[src/rtl/uart_pkg.sv]
// Shared UART definitions: receiver state encoding, default frame geometry and the
// parity helper used by both the receive and transmit paths.
package uart_pkg;

  typedef enum logic [2:0] {
    IDLE,
    START,
    DATA,
    PARITY,
    STOP,
    BREAK
  } rx_state_t;

  localparam int OVERSAMPLE_DEF = 16;
  localparam int DATA_BITS_DEF  = 8;

  // Parity bit that makes the frame even (odd=0) or odd (odd=1); unused upper bits must be 0.
  function automatic logic parity_bit(input logic [7:0] data, input logic odd);
    return (^data) ^ odd;
  endfunction

endpackage

[src/rtl/uart_rx_tick_gen.sv]
// Oversample clock-enable generator: one-cycle tick every div_factor cycles (0/1 -> every cycle).
// Counter is held at 0 while disabled so the first tick lands a full period after enable rises.
module uart_rx_tick_gen (
  input  logic        clk_in,
  input  logic        reset,
  input  logic [31:0] div_factor,
  input  logic        enable,
  output logic        tick
);

  logic [31:0] cnt;
  logic [31:0] term;

  // >= rather than == so a mid-count decrease of div_factor wraps instead of running 2^32 cycles
  assign term = (div_factor <= 32'd1) ? 32'd0 : div_factor - 32'd1;
  assign tick = enable && (cnt >= term);

  always_ff @(posedge clk_in or posedge reset) begin
    if (reset) begin
      cnt <= '0;
    end else if (!enable || tick) begin
      cnt <= '0;
    end else begin
      cnt <= cnt + 32'd1;
    end
  end

endmodule

[src/rtl/uart_receiver.sv]
// UART receiver: 2-flop synchronised rx, 16x-style oversampled framing, single-entry holding register.
// rx_valid rises ~2 sync + 1 detect + 9.5 bit periods after the start edge; a full register that is not drained drops the new frame (overrun).
module uart_receiver
  import uart_pkg::*;
#(
  parameter int DATA_BITS  = DATA_BITS_DEF,
  parameter int PARITY_EN  = 0,
  parameter int PARITY_ODD = 0,
  parameter int OVERSAMPLE = OVERSAMPLE_DEF
) (
  input  logic                 clk_in,
  input  logic                 reset,
  input  logic [31:0]          div_factor,
  input  logic                 rx,
  output logic [DATA_BITS-1:0] rx_data,
  output logic                 rx_valid,
  input  logic                 rx_ready,
  output logic                 frame_err,
  output logic                 parity_err,
  output logic                 overrun,
  output logic                 busy
);

  localparam int SC_W = $clog2(OVERSAMPLE);
  localparam int BC_W = $clog2(DATA_BITS);
  localparam logic [SC_W-1:0] SC_HALF = SC_W'(OVERSAMPLE / 2 - 1);
  localparam logic [SC_W-1:0] SC_LAST = SC_W'(OVERSAMPLE - 1);
  localparam logic [BC_W-1:0] BC_LAST = BC_W'(DATA_BITS - 1);

  rx_state_t            state, state_nxt;
  logic [SC_W-1:0]      sc, sc_nxt;
  logic [BC_W-1:0]      bc, bc_nxt;
  logic                 rx_meta, rxs;
  logic                 tick;
  logic                 shift_en, par_cap, commit_set, frame_set;
  logic [DATA_BITS-1:0] shreg;
  logic                 par_q, commit_q, par_bad;
  logic [7:0]           data8;

  always_ff @(posedge clk_in or posedge reset) begin
    if (reset) begin
      rx_meta <= 1'b1;
      rxs     <= 1'b1;
    end else begin
      rx_meta <= rx;
      rxs     <= rx_meta;
    end
  end

  uart_rx_tick_gen u_tick (
    .clk_in     (clk_in),
    .reset      (reset),
    .div_factor (div_factor),
    .enable     (state != IDLE),
    .tick       (tick)
  );

  always_ff @(posedge clk_in or posedge reset) begin
    if (reset) begin
      state <= IDLE;
      sc    <= '0;
      bc    <= '0;
    end else begin
      state <= state_nxt;
      sc    <= sc_nxt;
      bc    <= bc_nxt;
    end
  end

  always_comb begin
    state_nxt  = state;
    sc_nxt     = sc;
    bc_nxt     = bc;
    shift_en   = 1'b0;
    par_cap    = 1'b0;
    commit_set = 1'b0;
    frame_set  = 1'b0;
    case (state)
      IDLE: begin
        if (!rxs) begin
          state_nxt = START;
          sc_nxt    = '0;
        end
      end
      START: begin
        if (tick) begin
          if (sc == SC_HALF) begin
            sc_nxt    = '0;
            bc_nxt    = '0;
            state_nxt = rxs ? IDLE : DATA;
          end else begin
            sc_nxt = sc + 1'b1;
          end
        end
      end
      DATA: begin
        if (tick) begin
          if (sc == SC_LAST) begin
            sc_nxt   = '0;
            shift_en = 1'b1;
            if (bc == BC_LAST) begin
              state_nxt = (PARITY_EN != 0) ? PARITY : STOP;
            end else begin
              bc_nxt = bc + 1'b1;
            end
          end else begin
            sc_nxt = sc + 1'b1;
          end
        end
      end
      PARITY: begin
        if (tick) begin
          if (sc == SC_LAST) begin
            sc_nxt    = '0;
            par_cap   = 1'b1;
            state_nxt = STOP;
          end else begin
            sc_nxt = sc + 1'b1;
          end
        end
      end
      STOP: begin
        if (tick) begin
          if (sc == SC_LAST) begin
            sc_nxt = '0;
            if (rxs) begin
              commit_set = 1'b1;
              state_nxt  = IDLE;
            end else begin
              frame_set = 1'b1;
              state_nxt = BREAK;
            end
          end else begin
            sc_nxt = sc + 1'b1;
          end
        end
      end
      BREAK: begin
        if (rxs) state_nxt = IDLE;
      end
      default: state_nxt = IDLE;
    endcase
  end

  assign data8   = 8'(shreg);
  assign par_bad = (PARITY_EN != 0) && (par_q != parity_bit(data8, PARITY_ODD != 0));
  assign busy    = (state != IDLE);

  // shreg and par_q stay stable through the commit cycle: nothing shifts until the next DATA state
  always_ff @(posedge clk_in or posedge reset) begin
    if (reset) begin
      shreg      <= '0;
      par_q      <= 1'b0;
      commit_q   <= 1'b0;
      rx_data    <= '0;
      rx_valid   <= 1'b0;
      frame_err  <= 1'b0;
      parity_err <= 1'b0;
      overrun    <= 1'b0;
    end else begin
      commit_q   <= commit_set;
      frame_err  <= frame_set;
      parity_err <= commit_q && par_bad;
      overrun    <= 1'b0;
      if (shift_en) shreg <= {rxs, shreg[DATA_BITS-1:1]};
      if (par_cap) par_q <= rxs;
      if (commit_q) begin
        if (!rx_valid || rx_ready) begin
          rx_data  <= shreg;
          rx_valid <= 1'b1;
        end else begin
          overrun <= 1'b1;
        end
      end else if (rx_valid && rx_ready) begin
        rx_valid <= 1'b0;
      end
    end
  end

endmodule

[config.mk]
export PLATFORM = sky130hd
export DESIGN_NAME = uart_receiver
export DESIGN_NICKNAME = d
export VERILOG_FILES = /design/src/rtl/uart_pkg.sv /design/src/rtl/uart_rx_tick_gen.sv /design/src/rtl/uart_receiver.sv
export SDC_FILE = /design/constraint.sdc
export NUM_CORES = 1
export LEC_CHECK = 0
export ABC_AREA = 1
export CELL_PAD_IN_SITES_DETAIL_PLACEMENT = 1
export CELL_PAD_IN_SITES_GLOBAL_PLACEMENT = 1
export CORE_ASPECT_RATIO = 1.75
export CORE_MARGIN = 2
export CORE_UTILIZATION = 45
export CTS_BUF_LIST = sky130_fd_sc_hd__clkbuf_16
export DETAILED_ROUTE_END_ITERATION = 6
export DONT_BUFFER_PORTS = 1
export PLACE_DENSITY_LB_ADDON = 0.15
export SLEW_MARGIN = 20
export SYNTH_ARGS = -nofsm -noshare
export SYNTH_HDL_FRONTEND = slang
export SYNTH_HIERARCHICAL = 1
export SYNTH_SLANG_ARGS = --single-unit
[constraint.sdc]
create_clock -name clk_in -period 2.98 [get_ports clk_in]
set_input_delay 0.298 -clock clk_in [delete_from_list [all_inputs] [get_ports clk_in]]
set_output_delay 0.298 -clock clk_in [all_outputs]
set_load 0.02 [all_outputs]
=== Yosys cells after proc, flatten, opt, wreduce, memory -nomap -nowiden ===
Index checks and enable logic that the tools add are counted.

* Register bits: 64
* Input port bits: 36
* Output and inout port bits: 13
* Logic and storage cells: 101

* Add/sub/neg operators: 4
* Order comparisons: 2
* Equality and inequality tests: 22
* Multiplexer cells: 44
* Reductions and logical operators: 17

{| class="wikitable"
|+ Operator list
! cell !! count
|-
| $mux W32 || 2
|-
| $mux W3 || 17
|-
| $add A32 B1 Y32 const B || 1
|-
| $ge A32 B32 Y1 || 1
|-
| $le A32 B1 Y1 const B || 1
|-
| $sub A32 B1 Y32 const B || 1
|-
| $mux W4 || 5
|-
| $pmux W3 S6 || 1
|-
| $mux W1 || 16
|-
| $ne A2 B2 Y1 const B || 8
|-
| $ne A2 B1 Y1 const B || 6
|-
| $pmux W4 S3 || 1
|-
| $reduce_and A11 Y1 || 1
|-
| $eq A3 B3 Y1 const B || 3
|-
| $eq A3 B2 Y1 const B || 2
|-
| $pmux W3 S2 || 1
|-
| $reduce_and A6 Y1 || 1
|-
| $reduce_bool A3 Y1 || 2
|-
| $add A4 B1 Y4 const B || 1
|-
| $eq A4 B3 Y1 const B || 1
|-
| $eq A4 B4 Y1 const B || 1
|-
| $reduce_and A2 Y1 || 2
|-
| $reduce_and A4 Y1 || 1
|-
| $reduce_bool A2 Y1 || 2
|-
| 8 further kinds || 11
|}

=== Longest topological paths before layout ===
* Depth after elaboration: 6
* Mapped depth: 30
* Depth with buffers taken out: 30

=== Cells and area by module ===
The synthesis kept the hierarchy.

{| class="wikitable"
|+ Modules (own cells, without submodules)
! module !! instances !! cells an instance !! area each (µm²) !! seq. area each (µm²)
|-
| uart_rx_tick_gen || 1 || 571 || 3759.9 || 800.8
|-
| uart_receiver || 1 || 170 || 1542.7 || 803.3
|}

=== Worst setup path before layout ===
OpenSTA, ideal clock, no wires.

* Path type: in2reg
* From: in div_factor[1]
* To: reg shreg[7], in the netlist data8[7]
* Library setup time: 0.119 ns
* Arrival time: 2.941 ns
* Required time: 2.861 ns
* Setup slack: -0.081 ns
* Stages on the path: 23
* Path buffers: 1
* Cells stage by stage: inv_1 -> ha_1 -> inv_2 -> nor2_1 -> inv_1 -> nor2_1 -> or2_2 -> nand3_1 -> ha_1 -> nand2_1 -> nor2_1 -> nand2_1 -> nor2_1 -> nor2_1 -> nand2_1 -> nand2_1 -> a21boi_0 -> inv_1 -> nor2_4 -> nand2_4 -> buf_6 -> nand2_1 -> o21ai_2

* Longest elaborated chain between the ends: 6
* Elaborated cells between the ends (all ways): 7
* Classes of those cells: 1 x add/sub; 2 x order compare; 3 x mux; 1 x reduce/logical

{| class="wikitable"
|+ Ends and longest elaborated chain
! item !! line !! text
|-
| start, declared || uart_receiver.sv:13 || <nowiki>input logic [31:0] div_factor,</nowiki>
|-
| $sub A32 B1 Y32 or $le A32 B1 Y1 (tied branches) || uart_rx_tick_gen.sv:15 || <nowiki>assign term = (div_factor <= 32'd1) ? 32'd0 : div_factor - 32'd1;</nowiki>
|-
| $mux W32 (*) || uart_rx_tick_gen.sv:15 ||
|-
| $ge A32 B32 Y1 (*) || uart_rx_tick_gen.sv:16 || <nowiki>assign tick = enable && (cnt >= term);</nowiki>
|-
| $logic_and A1 B1 Y1 (*) || uart_rx_tick_gen.sv:16 ||
|-
| net tick || uart_receiver.sv:34 || <nowiki>logic tick;</nowiki>
|-
| $mux W1 (*) || uart_receiver.sv:97 || <nowiki>if (tick) begin</nowiki>
|-
| $mux W1 (*) || uart_receiver.sv:78 || <nowiki>case (state)</nowiki>
|-
| end signal, assigned || uart_receiver.sv:165 || <nowiki>if (shift_en) shreg <= {rxs, shreg[DATA_BITS-1:1]};</nowiki>
|-
| end, declared || uart_receiver.sv:36 || <nowiki>logic [DATA_BITS-1:0] shreg;</nowiki>
|}

Mark *: on every way through the listed nets, which the timed path passes. The rest lies on a longest branch.
A chain may end at the register's enable or synchronous reset.

=== Final worst setup path ===
* From: in div_factor[1]
* To: reg state[2]

* Longest elaborated chain between the ends: 6
* Elaborated cells between the ends (all ways): 10
* Classes of those cells: 1 x add/sub; 2 x order compare; 4 x eq/ne; 1 x mux; 2 x reduce/logical

{| class="wikitable"
|+ Ends and longest elaborated chain
! item !! line !! text
|-
| $sub A32 B1 Y32 or $le A32 B1 Y1 (tied branches) || uart_rx_tick_gen.sv:15 ||
|-
| $mux W32 (*) || uart_rx_tick_gen.sv:15 ||
|-
| $ge A32 B32 Y1 (*) || uart_rx_tick_gen.sv:16 ||
|-
| $logic_and A1 B1 Y1 (*) || uart_rx_tick_gen.sv:16 ||
|-
| net tick || uart_receiver.sv:34 ||
|-
| $ne A2 B1 Y1 (no line) || - ||
|-
| $reduce_and A11 Y1 (no line) (*) || - ||
|-
| end signal, assigned || uart_receiver.sv:64 || <nowiki>state <= state_nxt;</nowiki>
|-
| end, declared || uart_receiver.sv:30 || <nowiki>rx_state_t state, state_nxt;</nowiki>
|}

Marked as above.

==> results.md <==
* Yosys warnings at 6
* Final Wtd Congestion at 0.9119
* Commonest non-fill, non-tap cells in the layout: nand2_1 (180), nor2_1 (118), inv_1 (70)
* DRT antenna net count at 0
* Worst endpoint required time at 3.25 ns
* Final wirelength at 17060 µm
* Share of cells above drive strength 1 at 0.2358
* CTS root buf: clkbuf_16
* Worst vdd ir at 0.0004187 V
* Max-slew headroom at 0.5717
* Die X at 86.06 µm
* Slew @ Worst Pin at 0.6415 ns
* Number of CTS-inserted buffers at 9
* CTS tree: yes
* Min Tclk post-route at 2.805 ns
* Leakage power at 3.039 nW
* Period utilization at 0.9414
* Top cells by area, synth: dfrtp_1 (29%), nand2_1 (13%), ha_1 (9.0%)
* I/O pin count at 49
* First-pass GRT wire length at 27420 µm
* Hold Fails Final Rpt at 0
* Count of cell types in the netlist at 41
* Critical path class: input pin to flip-flop
* Sequential share of the synthesized area at 0.3025
* Nets@finish at 879
* Avg Vias per Cell at 5.408
* Maximum clock insertion buffer count at 2
* DR pass1 iterations at 6
* FP Rows at 52
* PortBufs at 0
* Yosys top cell by area: dfrtp_1
* Initial core utilization at 0.4605
* Critical R2R Launch: u_tick/cnt[15]$_DFF_PP0_
* Initial antenna violation count at 0
* Hold Crit Class: input pin to flip-flop
* Async SR Flop Fraction at 1.000
* Clk_lat worst skew at 0.33 ns
* PD cells at 348.6 nW/µm²
* CORE AREA at 11520 µm²
* Top FF cell, synth: dfrtp_1
* CTS Sinks at 64
* Via count at 5111
* CTS H-tree lvls at 3
* Max Cap Viol at 0
* Area Growth Syn to Fin at 19.33%
* Mapped Cells at 741
* Worst setup SP type: input pin
* 1st-iter DRT viols at 105
* R2r endpoint: state[2]$_DFFE_PP0P_
* Number of diodes at 0
* Gr usage total at 0.2800
* Synth Net Count at 815
* GR Overflow Total at 0
* Slack of the worst reg-to-reg path at 0.67 ns
* Synth top area share at 0.2926
* Core Util, Final at 0.5494
* Clock skew at 0.006347 ns
* WHS Endpoint: overrun$_DFF_PP0_
* Commonest non-fill, non-tap cell in the layout: nand2_1
* Slew Limit Fails at 0
* # DRC at 0
* Hold_ws at 0.1719 ns
* Worst-path clk slew at 0.05 ns
* Largest net degree at the start of global routing at 33
* Post-synth EDFFs at 0
* Setup violators final at 0
* Mapped Avg Cell Area at 7.156 µm²
* Die Y at 147.6 µm
* Syn Std Cell Area at 5303 µm²
* FF+latch count, synth at 64
* Status: finished clean
* Worst Hold Launch: rx_ready
* Register-to-Register Path Depth at 16
* Vias in the first global route at 5795
* Per-cell routed wire length at 18.05 µm
* Worst Path Arrival at 3.08 ns
* Hpwl dp at 13630 µm
* Maximum clock rate at 356.4 MHz
* WHS Path Cells at 3
* Die area at 12700 µm²
* Worst-path fanout max at 5
* CP endpoint kind: flip-flop
[how the worst max path moves through the flow]
stage	from	slack [ns]	end
CTS	div_factor[1]	0.009	sc[3]$_DFFE_PP0P_
finish	div_factor[1]	0.17	state[2]$_DFFE_PP0P_
floorplan	div_factor[1]	0.05	data8[7]$_DFFE_PP0P_
detailed placement	div_factor[1]	-0.37	sc[3]$_DFFE_PP0P_
global route	div_factor[1]	-0.03	state[1]$_DFFE_PP0P_
global placement	div_factor[13]	-0.25	sc[2]$_DFFE_PP0P_
[Yosys cell counts (2+ instances only)]
master,instances
a21o_1,4
a21oi_1,12
buf_4,4
buf_6,3
dfrtp_1,62
dfstp_2,2
ha_1,38
inv_1,76
inv_2,12
nand2_1,184
nand2_2,15
nand2_4,4
nand3_1,40
nand3_2,10
nand4_1,19
nor2_1,124
nor2_2,11
nor2_4,11
nor3_1,14
nor3_2,3
o21a_1,2
o21ai_0,8
o21ai_1,15
o21ai_2,11
or2_1,2
or2_2,6
xnor2_1,12
xor2_1,24
[power breakdown]
part	total [mW]	leakage (nW)	internal [mW]	switching [mW]
Clock	1.16	0.153	0.740	0.416
Combinational	0.177	2.01	0.0728	0.104
Sequential	0.873	0.873	0.872	0.000891
[state kept, by name, summed over array words and instances, names as in the netlist, 3 cells and up]
name / flops
u_tick/cnt: 32
bc: 3
sc: 4
state: 3
data8: 8
rx_data: 8
[routing by layer]
metal	track usage	up-vias	part of all wire
li1	-	2492	-
met1	0.2560	2480	0.34
met2	0.5589	91	0.58
met3	0.03573	48	0.024
met4	0.1635	0	0.059
met5	0	-	0
[logic make-up (layout without fill, tap and decap cells)]
| kind of cell | count (synthesis) | in the layout | synth area share |
|---|---|---|---|
| XOR/XNOR | 36 | 36 | 0.05946 |
| other | 1 | 1 | 0.0007072 |
| adder cells (fa/ha/maj) | 38 | 38 | 0.08967 |
| AO/OA/AOI/OAI | 56 | 56 | 0.06819 |
| flip-flops | 64 | 64 | 0.3025 |
| AND/OR/NAND/NOR | 449 | 449 | 0.4021 |
| buffers and inverters | 96 | 165 | 0.07527 |
| multiplexers | 1 | 1 | 0.002123 |
[critical path, stage by stage]
cell	delay (ns)
clkinvlp_4	0.09
ha_1	0.27
nand4_1	0.19
nand2_2	0.08
nand2_4	0.12
inv_2	0.07
nor2_1	0.09
nand2_1	0.07
ha_1	0.29
nand2_1	0.08
nor2_2	0.15
nand2_1	0.09
nor2_1	0.11
nor2_1	0.06
nand2_2	0.10
nand2_2	0.07
a21boi_2	0.20
inv_2	0.08
nand2_1	0.08
nand2_2	0.07
nand2_4	0.11
buf_4	0.13
nand4_1	0.09
nand2_1	0.08
[repair_timing]
action | CTS | global route
endpoints found under the setup margin | 15 | 19
hold endpoints to repair | 63 | 0
hold buffers | 2 | 0
pin swaps | 2 | 8
gates resized for setup | 2 | 26
buffers inserted | 2 | 5
[through the flow]
step	setup TNS [ns]	cells	worst slack [ns]	area (µm²)	power, mW
final	0	945	0.1745	6327	2.206
after CTS	0	940	0.008701	6181	2.221
after global routing	-0.07918	945	-0.03464	6327	2.292
after floorplan	0	741	0.04546	5305	0.9923
after global placement	-3.922	920	-0.2537	5808	1.044
after detailed placement	-5.945	920	-0.3680	5808	1.053
[cell type report]
cell class                 instances  area (µm²)
fill                            1519        5189
multi-input combinational        581        3412
sequential                        64        1604
timing repair buffer              61       479.2
inverter                          88       336.6
clock buffer                       9       225.2
tap                              135       168.9
clock inverter                     7       101.3
Power figures use the tool's default switching activity.
==> RTL edit: new RTL, same flow settings <==
Encoding of `rx_state_t`: now one-hot (6 bits for 6 states).
--- a/src/rtl/uart_pkg.sv
+++ b/src/rtl/uart_pkg.sv
@@ -2,13 +2,13 @@
 // parity helper used by both the receive and transmit paths.
 package uart_pkg;
 
-  typedef enum logic [2:0] {
-    IDLE,
-    START,
-    DATA,
-    PARITY,
-    STOP,
-    BREAK
+  typedef enum logic [5:0] {
+    IDLE   = 6'b000001,
+    START  = 6'b000010,
+    DATA   = 6'b000100,
+    PARITY = 6'b001000,
+    STOP   = 6'b010000,
+    BREAK  = 6'b100000
   } rx_state_t;
 
   localparam int OVERSAMPLE_DEF = 16;
Formal check against the unedited RTL: same outputs for any inputs over 10 cycles, from zero or initial values and one cycle with reset high; not proved beyond that.
==> RTL edit against the unedited design <==
- the run now ends with setup timing left
- sequential cell count rose by 2
- sequential share of layout area shrank 2.9 points
- final area grew 17%
- synthesized area is 2.7% higher
- clock skew is 2.0 ps higher
- count of clock-buffer cells in the layout stayed put
- worst setup slack lost 490 ps
- cell count grew 8.8%
- routed wire length up 32%
- critical path depth decreased by 1
- largest cell class unchanged
Power is not compared: it rests on default switching activity, and its combinational part moved more than twofold at a synthesized area within 25%.
==> RTL edit: results (changes against the unedited design) <==
DR pass1 iterations=5 (-1); DRT Wirelength=22560 um (+32%); Final Skew=8.329 ps (+1.982 ps); placed cell area=6136 um^2 (+5.6%); global-route wire length before repair=28790 um (+5.0%); critical-path maximum fanout=8 (+3); LEAKAGE=3.544 nW; worst slew pin tran=514.6 ps (-127.0 ps); met3 Use GR=3.144% (-0.43 points); max reg flops=32 (unchanged); pin count of the biggest net entering global routing=35 (+6.1%); most common library cells after synthesis=210 x nand2_1, 119 x nor2_1, 94 x inv_1, 63 x dfrtp_1, 51 x nand3_1; layout cells sized above 1=32.66% (+9.1 points); ys async rst share=100.0% (unchanged); CP peak stage delay=300 ps; initial antenna violation count=0 (unchanged); grt met2 use=56.95% (+1.1 points); critical path arrival=3540 ps (+460 ps); largest cells by area after synthesis=dfrtp_1 29%, nand2_1 14%, ha_1 8.7%; ys flop type=dfrtp_1; vias per inst=5.804 (+7.3%); Final HPWL DP=13970 um (+2.5%); worst setup margin=-317.1 ps (-491.6 ps); worst reg2reg startpoint=u_tick/cnt[7]$_DFF_PP0_; Fin Setup TNS=-11410 ps (-11410 ps); vias in the first global route=6190 (+6.8%); Peak VDD IR=480.8 uV; # diodes=0 (unchanged); number of setup violations in the final report=54 (+54); FF-to-FF setup slack=370 ps (-300 ps); reg2reg path depth=17 (+1); CTS buffer count=9 (unchanged); nets@finish=960 (+9.2%); XOR/XNOR Fraction of Synth Area=5.792% (-0.15 points); dpl ws=-715.2 ps (-347.3 ps); met1 Use GR=26.33% (+0.73 points); GRT Resource Usage Total=28.70% (+0.69 points); critical hold path startpoint=rx_ready; H-tree levels=3 (unchanged); mux share of post-synthesis cell area=0.2068% (-0.0055 points); DR iter-0 viols=241 (+130%); syn_nets=856 (+5.0%); DRC=0 (unchanged); Top reg by flops=u_tick/cnt; register area share after synthesis=30.41% (+0.16 points); status=finished, violations left; failing checks=setup timing; gpl congestion=0.9396 (+3.0%); clock-pin transition on the worst setup and hold timing paths=60 ps; r2r endpoint=sc[0]$_DFFE_PP0P_; number of synthesized flops with an enable pin=0 (unchanged); clock latency on the worst-skew pair=330 ps (about the same); Post-Synth Adder-Cell Area=8.734% (-0.23 points); post-synth cell types=44 (+7.3%); Synth Area in Compound Gates=6.297% (-0.52 points); Synth warnings=6 (unchanged)
==> RTL edit: changes by cell type after synthesis, moves of 4 or more <==
cell and change:
nand2_1 +26, inv_1 +18, o21ai_1 -12, nand3_1 +11, o21ai_0 +9, nand3_2 -6
nor2_1 -5, a21oi_1 +4, nor2_4 -4, o211ai_1 +4, or2_2 -4
==> RTL edit: per-layer routing <==
metal  vias to the layer above  share of wire (%)
li1                       2699                  -
met1                      2937                 33
met2                       215                 55
met3                       116                3.3
met4                         0                8.3
met5                         -                  0
==> RTL edit: how the worst max path moves through the flow <==
stage | from | endpoint | depth (start not counted)
after floorplan | div_factor[1] | data8[1]$_DFFE_PP0P_ | 24
after global placement | div_factor[0] | state[1]$_DFFE_PP0P_ | 24
after global routing | div_factor[2] | u_tick/cnt[16]$_DFF_PP0_ | 25
after CTS | div_factor[6] | bc[2]$_DFFE_PP0P_ | 25
final | div_factor[14] | u_tick/cnt[16]$_DFF_PP0_ | 23
after detailed placement | div_factor[0] | state[2]$_DFFE_PP0P_ | 24
==> RTL edit: final cells by class <==
type	instances	area, um^2
Fill cell	1487	4563
Multi-Input combinational cell	603	3910
Sequential cell	66	1655
Timing Repair Buffer	101	895.9
Inverter	105	422.9
Clock buffer	9	225.2
Tap cell	137	171.4
Clock inverter	7	92.59
==> RTL edit: logic make-up after synthesis <==
| logic type | after synthesis |
|---|---|
| flops | 66 |
| compound gates | 56 |
| xor+xnor | 36 |
| fa+ha+maj | 38 |
| simple gates | 470 |
| mux | 1 |
| other cells | 1 |
| buf+inv | 114 |
==> RTL edit: power breakdown <==
part	switching, mW	total [mW]	internal (mW)
clock	0.405	1.14	0.730
sequential	0.0906	1.06	0.970
combinational	1.08	1.71	0.633
==> RTL edit: timing repair <==
action                                  in CTS  in global routing
gates cloned                                 2                  4
resized for setup                           35                124
pin swaps                                   27                 55
endpoints found under the hold margin       64                  0
hold buffers                                 2                  0
setup buffers                               14                 10
endpoints found under the setup margin      19                 54
==> RTL edit: metrics by stage <==
step | hold slack [ps] | instances
after global routing | 174.5 | 1028
after floorplan | 302.5 | 782
after global placement | 302.6 | 984
after CTS | 141.9 | 1016
final | 152.9 | 1028
after detailed placement | 302.6 | 984
==> RTL edit: worst max-delay path: cells and delay by family <==
kind            cells  cell delay [ps]
fa+ha+maj           1              300
buf+inv             7              930
compound gates      1              120
simple gates       14             1870
